[config.mk]
export PLATFORM = sky130hd
export DESIGN_NAME = muldiv_sequencer
export DESIGN_NICKNAME = d
export VERILOG_FILES = /design/src/rtl/muldiv_sequencer.sv
export SDC_FILE = /design/constraint.sdc
export NUM_CORES = 1
export LEC_CHECK = 0
export ABC_CLOCK_PERIOD_IN_PS = 7300
export BUFFER_PORTS_ARGS = -buffer_cell sky130_fd_sc_hd__buf_4
export CAP_MARGIN = 25
export CORE_ASPECT_RATIO = 1.75
export CORE_MARGIN = 2
export CORE_UTILIZATION = 55
export CTS_CLUSTER_DIAMETER = 60
export CTS_CLUSTER_SIZE = 12
export DETAILED_ROUTE_END_ITERATION = 12
export PLACE_DENSITY = 0.72
export SLEW_MARGIN = 30
export SYNTH_ARGS = -nofsm -noshare
export SYNTH_HDL_FRONTEND = slang
export SYNTH_SLANG_ARGS = --single-unit
[constraint.sdc]
create_clock -name clk -period 7.3 [get_ports clk]
set_clock_uncertainty 0.2 [all_clocks]
set_input_delay 0.365 -clock clk [delete_from_list [all_inputs] [get_ports clk]]
set_output_delay 0.365 -clock clk [all_outputs]
set_load 0.1 [all_outputs]
[src/rtl/muldiv_sequencer.sv]
`default_nettype none
// ============================================================================
// Module   : muldiv_sequencer
// Brief    : Multi-cycle RV32M execution unit (MUL/MULH/MULHSU/MULHU/DIV/
//            DIVU/REM/REMU). Sits beside the EX-stage ALU, stalls the pipe
//            while iterating (shift-add multiply, restoring divide), then
//            presents a registered result for one cycle.
// Revision : 1.0 - initial release
// ============================================================================
module muldiv_sequencer #(
    parameter int XLEN = 32
) (
    input  logic            clk,
    input  logic            rst_n,
    input  logic            start,
    input  logic [2:0]      func3,
    input  logic [XLEN-1:0] rs1,
    input  logic [XLEN-1:0] rs2,
    input  logic            flush,
    output logic            stall,
    output logic            done,
    output logic [XLEN-1:0] result
);

    localparam int                 c_CNT_W    = $clog2(XLEN);
    // The final iteration is folded into FIX, so CALC stops one short.
    localparam logic [c_CNT_W-1:0] c_CNT_LAST = c_CNT_W'(XLEN - 2);
    localparam logic [c_CNT_W-1:0] c_CNT_ONE  = c_CNT_W'(1);
    localparam logic [XLEN-1:0]    c_MIN_NEG  = {1'b1, {(XLEN-1){1'b0}}};

    typedef enum logic [1:0] {
        S_IDLE = 2'd0,
        S_CALC = 2'd1,
        S_FIX  = 2'd2,
        S_DONE = 2'd3
    } state_t;

    state_t                r_state;
    logic [c_CNT_W-1:0]    r_cnt;
    logic [2:0]            r_op;
    logic                  r_neg;
    logic                  r_done;
    logic [XLEN-1:0]       r_result;
    // Multiplier datapath
    logic [2*XLEN-1:0]     r_prod;
    logic [2*XLEN-1:0]     r_mcand;
    logic [XLEN-1:0]       r_mplier;
    // Divider datapath: r_quo shifts dividend bits out and quotient bits in
    logic [XLEN-1:0]       r_rem;
    logic [XLEN-1:0]       r_quo;
    logic [XLEN-1:0]       r_dvsr;

    // ---------------- operand decode at acceptance ----------------
    logic            w_sgn_a, w_sgn_b, w_neg_a, w_neg_b, w_res_neg;
    logic            w_div_zero, w_div_ovf, w_special;
    logic [XLEN-1:0] w_mag_a, w_mag_b, w_special_res;

    assign w_sgn_a    = (func3 == 3'b001) || (func3 == 3'b010) ||
                        (func3 == 3'b100) || (func3 == 3'b110);
    assign w_sgn_b    = (func3 == 3'b001) || (func3 == 3'b100) || (func3 == 3'b110);
    assign w_neg_a    = w_sgn_a && rs1[XLEN-1];
    assign w_neg_b    = w_sgn_b && rs2[XLEN-1];
    assign w_mag_a    = w_neg_a ? -rs1 : rs1;
    assign w_mag_b    = w_neg_b ? -rs2 : rs2;
    // Remainder takes the dividend's sign; product and quotient take the XOR.
    assign w_res_neg  = (func3[2] && func3[1]) ? w_neg_a : (w_neg_a ^ w_neg_b);
    assign w_div_zero = func3[2] && (rs2 == '0);
    assign w_div_ovf  = func3[2] && !func3[0] && (rs1 == c_MIN_NEG) && (rs2 == '1);
    assign w_special  = w_div_zero || w_div_ovf;

    // Result for the division cases that bypass iteration
    always_comb begin
        w_special_res = '0;
        if (w_div_zero) begin
            w_special_res = func3[1] ? rs1 : '1;
        end else if (w_div_ovf) begin
            w_special_res = func3[1] ? '0 : c_MIN_NEG;
        end
    end

    // ---------------- one iteration of each datapath ----------------
    logic [2*XLEN-1:0] w_prod_nx, w_prod_fix;
    logic [XLEN:0]     w_dshift;
    logic              w_borrow;
    logic [XLEN-1:0]   w_rem_nx, w_quo_nx, w_rem_fix, w_quo_fix;
    logic [XLEN-1:0]   w_fix_res;

    assign w_prod_nx  = r_mplier[0] ? (r_prod + r_mcand) : r_prod;
    assign w_dshift   = {r_rem, r_quo[XLEN-1]};
    assign w_borrow   = (w_dshift < {1'b0, r_dvsr});
    // When no borrow the difference fits in XLEN bits, so the low word suffices.
    assign w_rem_nx   = w_borrow ? w_dshift[XLEN-1:0] : (w_dshift[XLEN-1:0] - r_dvsr);
    assign w_quo_nx   = {r_quo[XLEN-2:0], ~w_borrow};

    assign w_prod_fix = r_neg ? -w_prod_nx : w_prod_nx;
    assign w_quo_fix  = r_neg ? -w_quo_nx  : w_quo_nx;
    assign w_rem_fix  = r_neg ? -w_rem_nx  : w_rem_nx;

    // Select the architectural result word for the latched op
    always_comb begin
        w_fix_res = w_prod_fix[XLEN-1:0];
        case (r_op)
            3'b000:                 w_fix_res = w_prod_fix[XLEN-1:0];
            3'b001, 3'b010, 3'b011: w_fix_res = w_prod_fix[2*XLEN-1:XLEN];
            3'b100, 3'b101:         w_fix_res = w_quo_fix;
            default:                w_fix_res = w_rem_fix;
        endcase
    end

    // Pipeline freeze: accepting cycle plus every iterating cycle, never in reset
    assign stall  = rst_n && !flush &&
                    (((r_state == S_IDLE) && start) || (r_state == S_CALC) || (r_state == S_FIX));
    assign done   = r_done;
    assign result = r_result;

    // Sequencer FSM with datapath registers and registered outputs
    always_ff @(posedge clk or negedge rst_n) begin
        if (!rst_n) begin
            r_state  <= S_IDLE;
            r_cnt    <= '0;
            r_op     <= '0;
            r_neg    <= 1'b0;
            r_done   <= 1'b0;
            r_result <= '0;
            r_prod   <= '0;
            r_mcand  <= '0;
            r_mplier <= '0;
            r_rem    <= '0;
            r_quo    <= '0;
            r_dvsr   <= '0;
        end else begin
            r_done <= 1'b0;
            if (flush) begin
                r_state <= S_IDLE;
                r_cnt   <= '0;
            end else begin
                case (r_state)
                    S_IDLE: begin
                        if (start) begin
                            r_op     <= func3;
                            r_neg    <= w_res_neg;
                            r_cnt    <= '0;
                            r_prod   <= '0;
                            r_mcand  <= {{XLEN{1'b0}}, w_mag_a};
                            r_mplier <= w_mag_b;
                            r_rem    <= '0;
                            r_quo    <= w_mag_a;
                            r_dvsr   <= w_mag_b;
                            if (w_special) begin
                                r_result <= w_special_res;
                                r_done   <= 1'b1;
                                r_state  <= S_DONE;
                            end else begin
                                r_state  <= S_CALC;
                            end
                        end
                    end
                    S_CALC: begin
                        r_prod   <= w_prod_nx;
                        r_mcand  <= {r_mcand[2*XLEN-2:0], 1'b0};
                        r_mplier <= {1'b0, r_mplier[XLEN-1:1]};
                        r_rem    <= w_rem_nx;
                        r_quo    <= w_quo_nx;
                        r_cnt    <= r_cnt + c_CNT_ONE;
                        if (r_cnt == c_CNT_LAST) begin
                            r_state <= S_FIX;
                        end
                    end
                    S_FIX: begin
                        r_result <= w_fix_res;
                        r_done   <= 1'b1;
                        r_cnt    <= '0;
                        r_state  <= S_DONE;
                    end
                    S_DONE: begin
                        r_state <= S_IDLE;
                    end
                    default: begin
                        r_state <= S_IDLE;
                    end
                endcase
            end
        end
    end

endmodule
`default_nettype wire
Word level (Yosys, flattened, before mapping) --
Index checks and enable logic that the tools add are counted.
Storage, ports and cells: word-level logic and storage cells 114, register bits 300
Cells by class: bitwise logic cells 3, eq/ne operators 19, mux-type cells 38, reduce and logical (&&, ||, !) cells 33, $add $sub $neg 8, order comparisons 1
Operators with widths (number):
- two-way mux 32 bit | 14
- two-way mux 64 bit | 4
- one-hot mux 32 bit (2 select lines) | 4
- one-hot mux 64 bit (2 select lines) | 2
- negator 32 bit | 4
- one-hot mux 32 bit (3 select lines) | 1
- adder 64 bit | 1
- equality test 32 bit, second input constant | 2
- negator 64 bit | 1
- < comparator 33 x 32 -> 1 bit | 1
- zero test 32 bit | 1
- subtractor 32 bit | 1
- one-hot mux 5 bit (3 select lines) | 1
- equality test 3 bit, second input constant | 4
- logical AND 1 bit | 10
- two-way mux 5 bit | 2
- equality test 3 x 2 -> 1 bit, second input constant | 3
- logical OR 1 bit | 8
- two-way mux 2 bit | 4
- one-hot mux 2 bit (4 select lines) | 1
- equality test 3 x 1 -> 1 bit, second input constant | 2
- AND reduction 3 bit | 2
- adder 5 x 1 -> 5 bit, second input constant | 1
- equality test 5 bit, second input constant | 1
- 18 further kinds | 27

Longest topological paths before layout --
Gate-level depths: netlist of the first run.
word-level depth 9, gate-level depth with buffers 27, mapped depth without buffers 22

Worst setup path after synthesis of the first run --
OpenSTA, ideal clock, no wires.
path type register to register, start reg r_rem[5], end reg r_result[26] (netlist: result[26]), cell stages (with the launch flop) 24, data required time 7.005 ns, data arrival time 5.494 ns, setup time 0.095 ns, setup slack 1.511 ns, path buffers 4, clock period less this slack 5.789 ns, cell sequence dfrtp_1 -> ha_1 -> a21oi_1 -> o21ai_0 -> nor2b_1 -> nor4_1 -> nor3_1 -> or2_1 -> buf_2 -> buf_1 -> clkbuf_1 -> buf_1 -> a21oi_1 -> inv_1 -> ha_1 -> nand3b_1 -> or3_1 -> nor4_1 -> o211ai_1 -> or3_1 -> or3_1 -> a21oi_1 -> a211oi_1 -> o31ai_1
Between the ends: cells in the longest elaborated chain, start to end 6
Ends and longest elaborated chain:
- from (decl) | line 49 | logic [XLEN-1:0] r_rem;
- from (signal assigned) | line 162 | r_rem <= w_rem_nx;
- subtractor 32 bit / < comparator 33 x 32 -> 1 bit (equally long branches) | line 92, 90
- two-way mux 32 bit / inverter 1 bit (equally long branches) | line 92, 93
- negator 32 bit (on tied branches) | line 97, 96
- two-way mux 32 bit (on tied branches) | line 97, 96
- one-hot mux 32 bit (3 select lines) * | line 102 | case (r_op)
- one-hot mux 32 bit (2 select lines) * | line 137 | case (r_state)
- to (signal assigned) | line 150 | r_result <= w_special_res;
- to (signal assigned) | line 170 | r_result <= w_fix_res;
- to (decl) | line 43 | logic [XLEN-1:0] r_result;
Mark *: on every way between the ends. The rest lies on a longest branch, timed or not. A chain may end at the register's enable or synchronous reset.

Worst setup path in the final report of the first run --
start reg r_rem[1], end reg r_result[26] (netlist: result[26])
The elaborated chain is that of the path after synthesis.

==> out/qor.txt, run 1 <==
result of the run = completed
leakage power of the design = 11.8 nW
number of buffers and inverters on the critical path = 2
Congestion Overflow GR = 0
Cell Area, Synth = 0.0257 mm^2
share of post-route cells with drive strength above 1 = 9.01%
fin nets = 3439
post-route antenna net violation count = 0
via count of the first global-routing pass = 26.9k
port bufs = 104
detailed-route wire length = 109 mm
maximum VDD drop = 0.000409 V
net count after synthesis = 3451
synthesized instance count = 3271
RSZ-0062 raised after global routing = false
Iter 0 DRT Violations = 2575
Routability Congestion = 1.09
core area = 0.0461 mm^2
gr usage total = 43.9%
Synth cell types = 106
fraction of the yosys area taken by sequential cells = 29.2%
Critical Path Max Stage Delay = 580 ps
Worst Tran Pin Value = 1130 ps
remaining design rule violation count = 0
number of warnings printed during yosys synthesis = 0
top cell types by occurrence after synthesis = nand2_1, o21ai_0, dfrtp_1
top flip-flop cell by instance count after synthesis = dfrtp_1
PwrDens = 539 mW/mm^2
Peak Freq = 0.150 GHz
per-cell via count in the routed design = 7.05
number of max-slew violations in the final report = 0
count of vias placed by the detailed router = 27.2k
Slowest cell on crit path = nor3_1
standard-cell rows = 104
number of levels in the clock H-tree = 2
number of synthesized flops with an enable pin = 0
ranking of synthesized cells by area = dfrtp_1, o21ai_0, nand2_1, ha_1, a21oi_1
starting density of the core = 55.8%
average size of a mapped cell = 7.86 um^2
antenna violations before repair = 3
CTS tree = yes
global routing met3 resource utilization = 7.32%
most area-hungry cell type in the Yosys netlist = dfrtp_1
Area Overhead vs Synth = 8.84%
met2 usage = 75.9%
CTS root buffer = clkbuf_16
Critical Path Source Type = flop
overall die area = 0.0485 mm^2
Final setup violation count = 0
Die Height = 290 um
final number of hold-violating endpoints = 0
share of synthesized registers carrying an async set or reset = 100%
CP delay by family, top = simple AND/OR/NAND/NOR gates
clock latency at the later pin of the worst-skew pair = 550 ps
total CTS buffers = 34
hold_ws = 24.5 ps
setup TNS = 0 ps
shortest period the worst path allows = 6650 ps
met1 usage = 43.7%
hpwl dp = 82.7 mm
CP Max Fanout = 51
Crit. End Element = flop
area share of the largest cell type after synthesis = 29.2%
cell occurring most often along the worst timing path = or3_1
sink count of the clock tree = 300
final std cells w/o fill = 3859
Worst Path Class, Setup = flop to flop
Die Width = 167 um
CTS clock-pin slew for the worst setup and hold paths = 70 ps
Inst Count DP = 3800
global-route wire length before repair = 162 mm
total of max-cap violations = 0
iteration count of the initial detailed-routing pass = 6
count of boundary I/O pins = 105
largest net degree at the start of global routing = 154
Avg WL per Cell = 28.2 um
leading cell type by number of instances after synthesis = nand2_1
type of the worst min-delay path = primary input to flop
fin crit share = 91.1%
endpoint arrival time on the critical path = 6900 ps
cell-by-cell trace of the critical path = ha_1, nand3_1, a21o_1, a211oi_1, nor4_1, nor3_1, or2_2, buf_4, a21oi_1, inv_1, ha_1, nand3b_1, or3_1, nor4_1, o211ai_1, or3_1, or3_1, a21oi_1, a211oi_1, o31ai_1
GRT Max-Usage Layer = met2
endpoint required time on the critical path = 7550 ps
Max-slew headroom = 24.0%
CTS max path bufs = 3
total of flip-flops plus latches after synthesis = 300
## per-stage QoR
stage | utilization (%) | worst slack [ps] | cell area (um^2) | power (W)
2_1_floorplan | - | 1510 | 25700 | 0.00992
3_3_place_gp | 58.2 | 818 | 26800 | 0.0127
3_5_place_dp | 58.2 | 563 | 26800 | 0.0129
4_1_cts | 60.7 | 543 | 28000 | 0.0147
5_1_grt | 60.7 | 181 | 28000 | 0.0159
6_report | 60.7 | 648 | 28000 | 0.0151
## state kept, by name, summed over array words and instances (netlist names)
name	flops
r_quo	32
result	32
r_mplier	32
r_mcand	64
r_neg	1
r_rem	32
done	1
r_op	3
r_dvsr	32
r_state	2
r_prod	64
r_cnt	5
## layout make-up
class / count / area (um^2)
sequential: 300 / 7510
clock inverter: 7 / 98.8
clock buffer: 45 / 986
tap: 583 / 729
inverter: 88 / 330
antenna: 1 / 2.50
fill: 4184 / 18100
multi-input combinational: 2684 / 17100
timing repair buffer: 151 / 1180
## power by group
group | total (W) | internal [W] | switching, W
clock | 0.00177 | 0.00102 | 0.000752
sequential | 0.00297 | 0.00224 | 0.000737
combinational | 0.0103 | 0.00335 | 0.00699
## worst reg2reg max path, cell delays in order (launching register included)
cell,delay (ps)
dfrtp_1,450
ha_1,430
nand3_1,130
a21o_1,220
a211oi_1,510
nor4_1,170
nor3_1,580
or2_2,270
buf_4,540
a21oi_1,210
inv_1,110
ha_1,200
nand3b_1,110
or3_1,500
nor4_1,300
o211ai_1,260
or3_1,530
or3_1,370
a21oi_1,170
a211oi_1,70
o31ai_1,250
## final timing paths
kind                            depth (start not counted)          to       start  slack, ps
max in group asynchronous                               3  r_prod[52]       rst_n       5330
worst max register to register                         20  result[26]    r_rem[1]        650
min in group asynchronous                               2  r_prod[10]       rst_n        190
worst min register to register                          2  r_dvsr[26]  r_dvsr[26]        280
worst min-delay path                                    3   result[2]      rs1[2]         20
worst max-delay path                                   20  result[26]    r_rem[1]        650
## kinds of logic after synthesis
| group | synth area share, % |
|---|---|
| xor+xnor | 6.48 |
| mux | 2.80 |
| buf+inv | 4.26 |
| compound gates | 29.9 |
| simple gates | 22.0 |
| flops | 29.2 |
| fa+ha+maj | 5.37 |
## timing repair
action,in CTS,in global routing
hold buffers,6,0
gates resized for setup,0,1
endpoints found under the setup margin,0,3
buffers inserted,0,0
endpoints found under the hold margin,79,0
## placed cells by master (no fill, tap or decap), types with 47 or more instances in the layout
master	n
buf_4	141
a31oi_1	55
nand4_1	47
xnor2_1	98
or3_1	50
nand2_1	418
mux2i_1	55
nor3_1	76
ha_1	107
dfrtp_1	298
inv_1	86
nor2_1	255
o21ai_0	367
a22o_1	56
nand3_1	61
a21oi_1	227
xor2_1	92
## layer usage
layer	vias up	routed length [um]
met4	0	13200
met5	-	0
met2	1472	52800
met1	13100	35000
met3	499	7630
li1	12200	-
Power figures use the tool's default switching activity.
==> run 2: changes to the inputs <==
- BUFFER_PORTS_ARGS: -buffer_cell sky130_fd_sc_hd__buf_4 -> -buffer_cell sky130_fd_sc_hd__buf_2
==> run 2 against run 1 <==
Sequential share of layout area increased by 0.29 points. Largest cell class unchanged. Worst hold slack gained 21 ps. Non-clock buffer count increased by 2. Highest routed layer is now met5. Clock-buffer cell count shrank 4. Via count rose by 0.52%. Worst setup slack got worse by 390 ps. First-iteration DRC count grew 7.3%.
==> out/qor.txt, run 2 (synthesis gave the netlist of run 1 again) <==
CTS tree = yes (unchanged)
Die Width = 167 um (unchanged)
Avg WL per Cell = 28.3 um (was 28.2 um)
total CTS buffers = 34 (unchanged)
maximum VDD drop = 0.000370 V (was 0.000409 V)
CP Max Fanout = 51 (unchanged)
commonest non-fill, non-tap cells in the layout = nand2_1, o21ai_0, dfrtp_1 (unchanged)
number of levels in the clock H-tree = 2 (unchanged)
number of buffers and inverters on the critical path = 2 (unchanged)
iteration count of the initial detailed-routing pass = 8 (was 6)
total of max-cap violations = 0 (unchanged)
leakage power of the design = 11.7 nW (was 11.8 nW)
post-route antenna net violation count = 0 (unchanged)
shortest period the worst path allows = 7040 ps (was 6650 ps)
post-layout instance area = 0.0277 mm^2 (was 0.0280 mm^2)
Peak Freq = 0.142 GHz (was 0.150 GHz)
share of post-route cells with drive strength above 1 = 9.04% (was 9.01%)
wire length on met2 = 52.1 mm (was 52.8 mm)
per-cell via count in the routed design = 7.09 (was 7.05)
Congestion Overflow GR = 0 (unchanged)
start point of the critical path = r_rem[23] (was r_rem[1])
count of filler cells inserted in the layout = 4275 (was 4184)
number of cell instances on the worst register-to-register path = 20 (unchanged)
standard-cell rows = 104 (unchanged)
Crit. path cell count = 20 (unchanged)
starting density of the core = 55.8% (unchanged)
result of the run = completed (unchanged)
clock latency at the later pin of the worst-skew pair = 550 ps (about the same)
Iter 0 DRT Violations = 2762 (was 2575)
setup TNS = 0 ps (unchanged)
largest net degree at the start of global routing = 144 (was 154)
RSZ-0062 raised after global routing = false (unchanged)
gr usage total = 44.2% (was 43.9%)
hold buffers post-CTS = 6 (unchanged)
top routing layer used = met5 (was met4)
endpoint arrival time on the critical path = 7290 ps (was 6900 ps)
Routability Congestion = 1.10 (was 1.09)
Worst Tran Pin Value = 1140 ps (was 1130 ps)
detailed-route wire length = 109 mm (about the same)
placement-stage cell area = 0.0266 mm^2 (was 0.0268 mm^2)
PwrDens = 543 mW/mm^2 (was 539 mW/mm^2)
Critical Path Max Stage Delay = 830 ps (was 580 ps)
count of boundary I/O pins = 105 (unchanged)
leading registers by flop count = r_mcand (64), r_prod (64) (unchanged)
CTS max path bufs = 3 (unchanged)
Area Overhead vs Synth = 7.69% (was 8.84%)
met3 wire length = 7.93 mm (was 7.63 mm)
M1 WL = 34.9 mm (was 35.0 mm)
start of the worst register-to-register path = r_rem[23] (was r_rem[1])
Inst Count DP = 3802 (was 3800)
Reg area = 0.00751 mm^2 (unchanged)
Final setup violation count = 0 (unchanged)
remaining design rule violation count = 0 (unchanged)
global-route wire length before repair = 163 mm (was 162 mm)
CP delay by family, top = compound AO/OA/AOI/OAI gates (was simple AND/OR/NAND/NOR gates)
endpoint required time on the critical path = 7550 ps (about the same)
post_cts resized = 0 (unchanged)
most common cell after layout, fill and taps aside = nand2_1 (unchanged)
cell-by-cell trace of the critical path = ha_1, nand2_1, o21ai_0, a221oi_1, o21ai_0, or2_2, buf_4, a21oi_1, inv_1, ha_1, nand2_1, nor4_1, nand3_1, nor3_1, o211ai_1, or3_1, or3_1, a21oi_1, a211oi_1, o31ai_1 (was ha_1, nand3_1, a21o_1, a211oi_1, nor4_1, nor3_1, or2_2, buf_4, a21oi_1, inv_1, ha_1, nand3b_1, or3_1, nor4_1, o211ai_1, or3_1, or3_1, a21oi_1, a211oi_1, o31ai_1)
overall die area = 0.0485 mm^2 (unchanged)
CTS clock-pin slew for the worst setup and hold paths = 70 ps (about the same)
Crit. End Element = flop (unchanged)
via count of the first global-routing pass = 26.8k (was 26.9k)
footprint of the multi-input gates = 0.0171 mm^2 (about the same)
Critical Path Source Type = flop (unchanged)
core area = 0.0461 mm^2 (unchanged)
Max-slew headroom = 23.5% (was 24.0%)
Worst Path Class, Setup = flop to flop (unchanged)
CTS root buffer = clkbuf_16 (unchanged)
final std cells w/o fill = 3858 (was 3859)
worst hold path depth = 3 (unchanged)
Die Height = 290 um (unchanged)
hpwl dp = 83.1 mm (was 82.7 mm)
port bufs = 104 (unchanged)
setup slack of the worst register-to-register path = 260 ps (was 650 ps)
number of buffers added for setup after CTS = 0 (unchanged)
capturing element of the worst setup path = result[26] (unchanged)
number of max-slew violations in the final report = 0 (unchanged)
final number of hold-violating endpoints = 0 (unchanged)
reg2reg end = result[26] (unchanged)
fin nets = 3441 (was 3439)
sink count of the clock tree = 300 (unchanged)
type of the worst min-delay path = primary input to flop (unchanged)
antenna violations before repair = 5 (was 3)
fin crit share = 96.5% (was 91.1%)
count of vias placed by the detailed router = 27.4k (was 27.2k)
Slowest cell on crit path = o21ai_0 (was nor3_1)
## run 2: final cells by class
cell class | count | share of cell area (%)
antenna | 2 | 0.0181
clock buffer | 41 | 3.32
clock inverter | 7 | 0.393
inverter | 88 | 1.19
multi-input combinational | 2684 | 61.9
sequential | 300 | 27.1
tap | 583 | 2.64
timing repair buffer | 153 | 3.36
## run 2: how the worst min path moves through the flow
stage | start | end | slack (ps)
floorplan | rst_n | done | -130
global placement | rst_n | r_prod[12] | 240
detailed placement | rst_n | r_prod[12] | 250
CTS | rs2[3] | r_dvsr[3] | 40
global route | rs2[3] | r_dvsr[3] | 80
finish | rs2[2] | r_mplier[2] | 50
## run 2: where the power goes
group | internal [W] | switching [W]
Combinational | 0.00330 | 0.00711
Sequential | 0.00224 | 0.000659
Clock | 0.000963 | 0.000762
## run 2: through the flow
step,hold WS (ps),power (W),util [%],worst slack (ps)
after floorplan,-131,0.00992,-,1510
after global routing,79.4,0.0158,60.1,23.5
final,45.8,0.0150,60.1,256
after detailed placement,246,0.0129,57.7,591
after global placement,236,0.0127,57.7,800
after CTS,37.4,0.0146,60.0,545
## run 2: worst register-to-register path: stages, from the launching register on
cell and delay, ps:
dfrtp_1 420, ha_1 460, nand2_1 110, o21ai_0 530, a221oi_1 210, o21ai_0 830, or2_2 310, buf_4 560
a21oi_1 220, inv_1 120, ha_1 210, nand2_1 70, nor4_1 590, nand3_1 200, nor3_1 240, o211ai_1 260
or3_1 520, or3_1 380, a21oi_1 180, a211oi_1 80, o31ai_1 260
## run 2: per-layer routing
layer | GRT usage, % | vias to the layer above
met5 | 0 | -
met4 | 45.0 | 2
met3 | 7.90 | 548
met2 | 75.5 | 1514
met1 | 44.0 | 13100
li1 | - | 12200
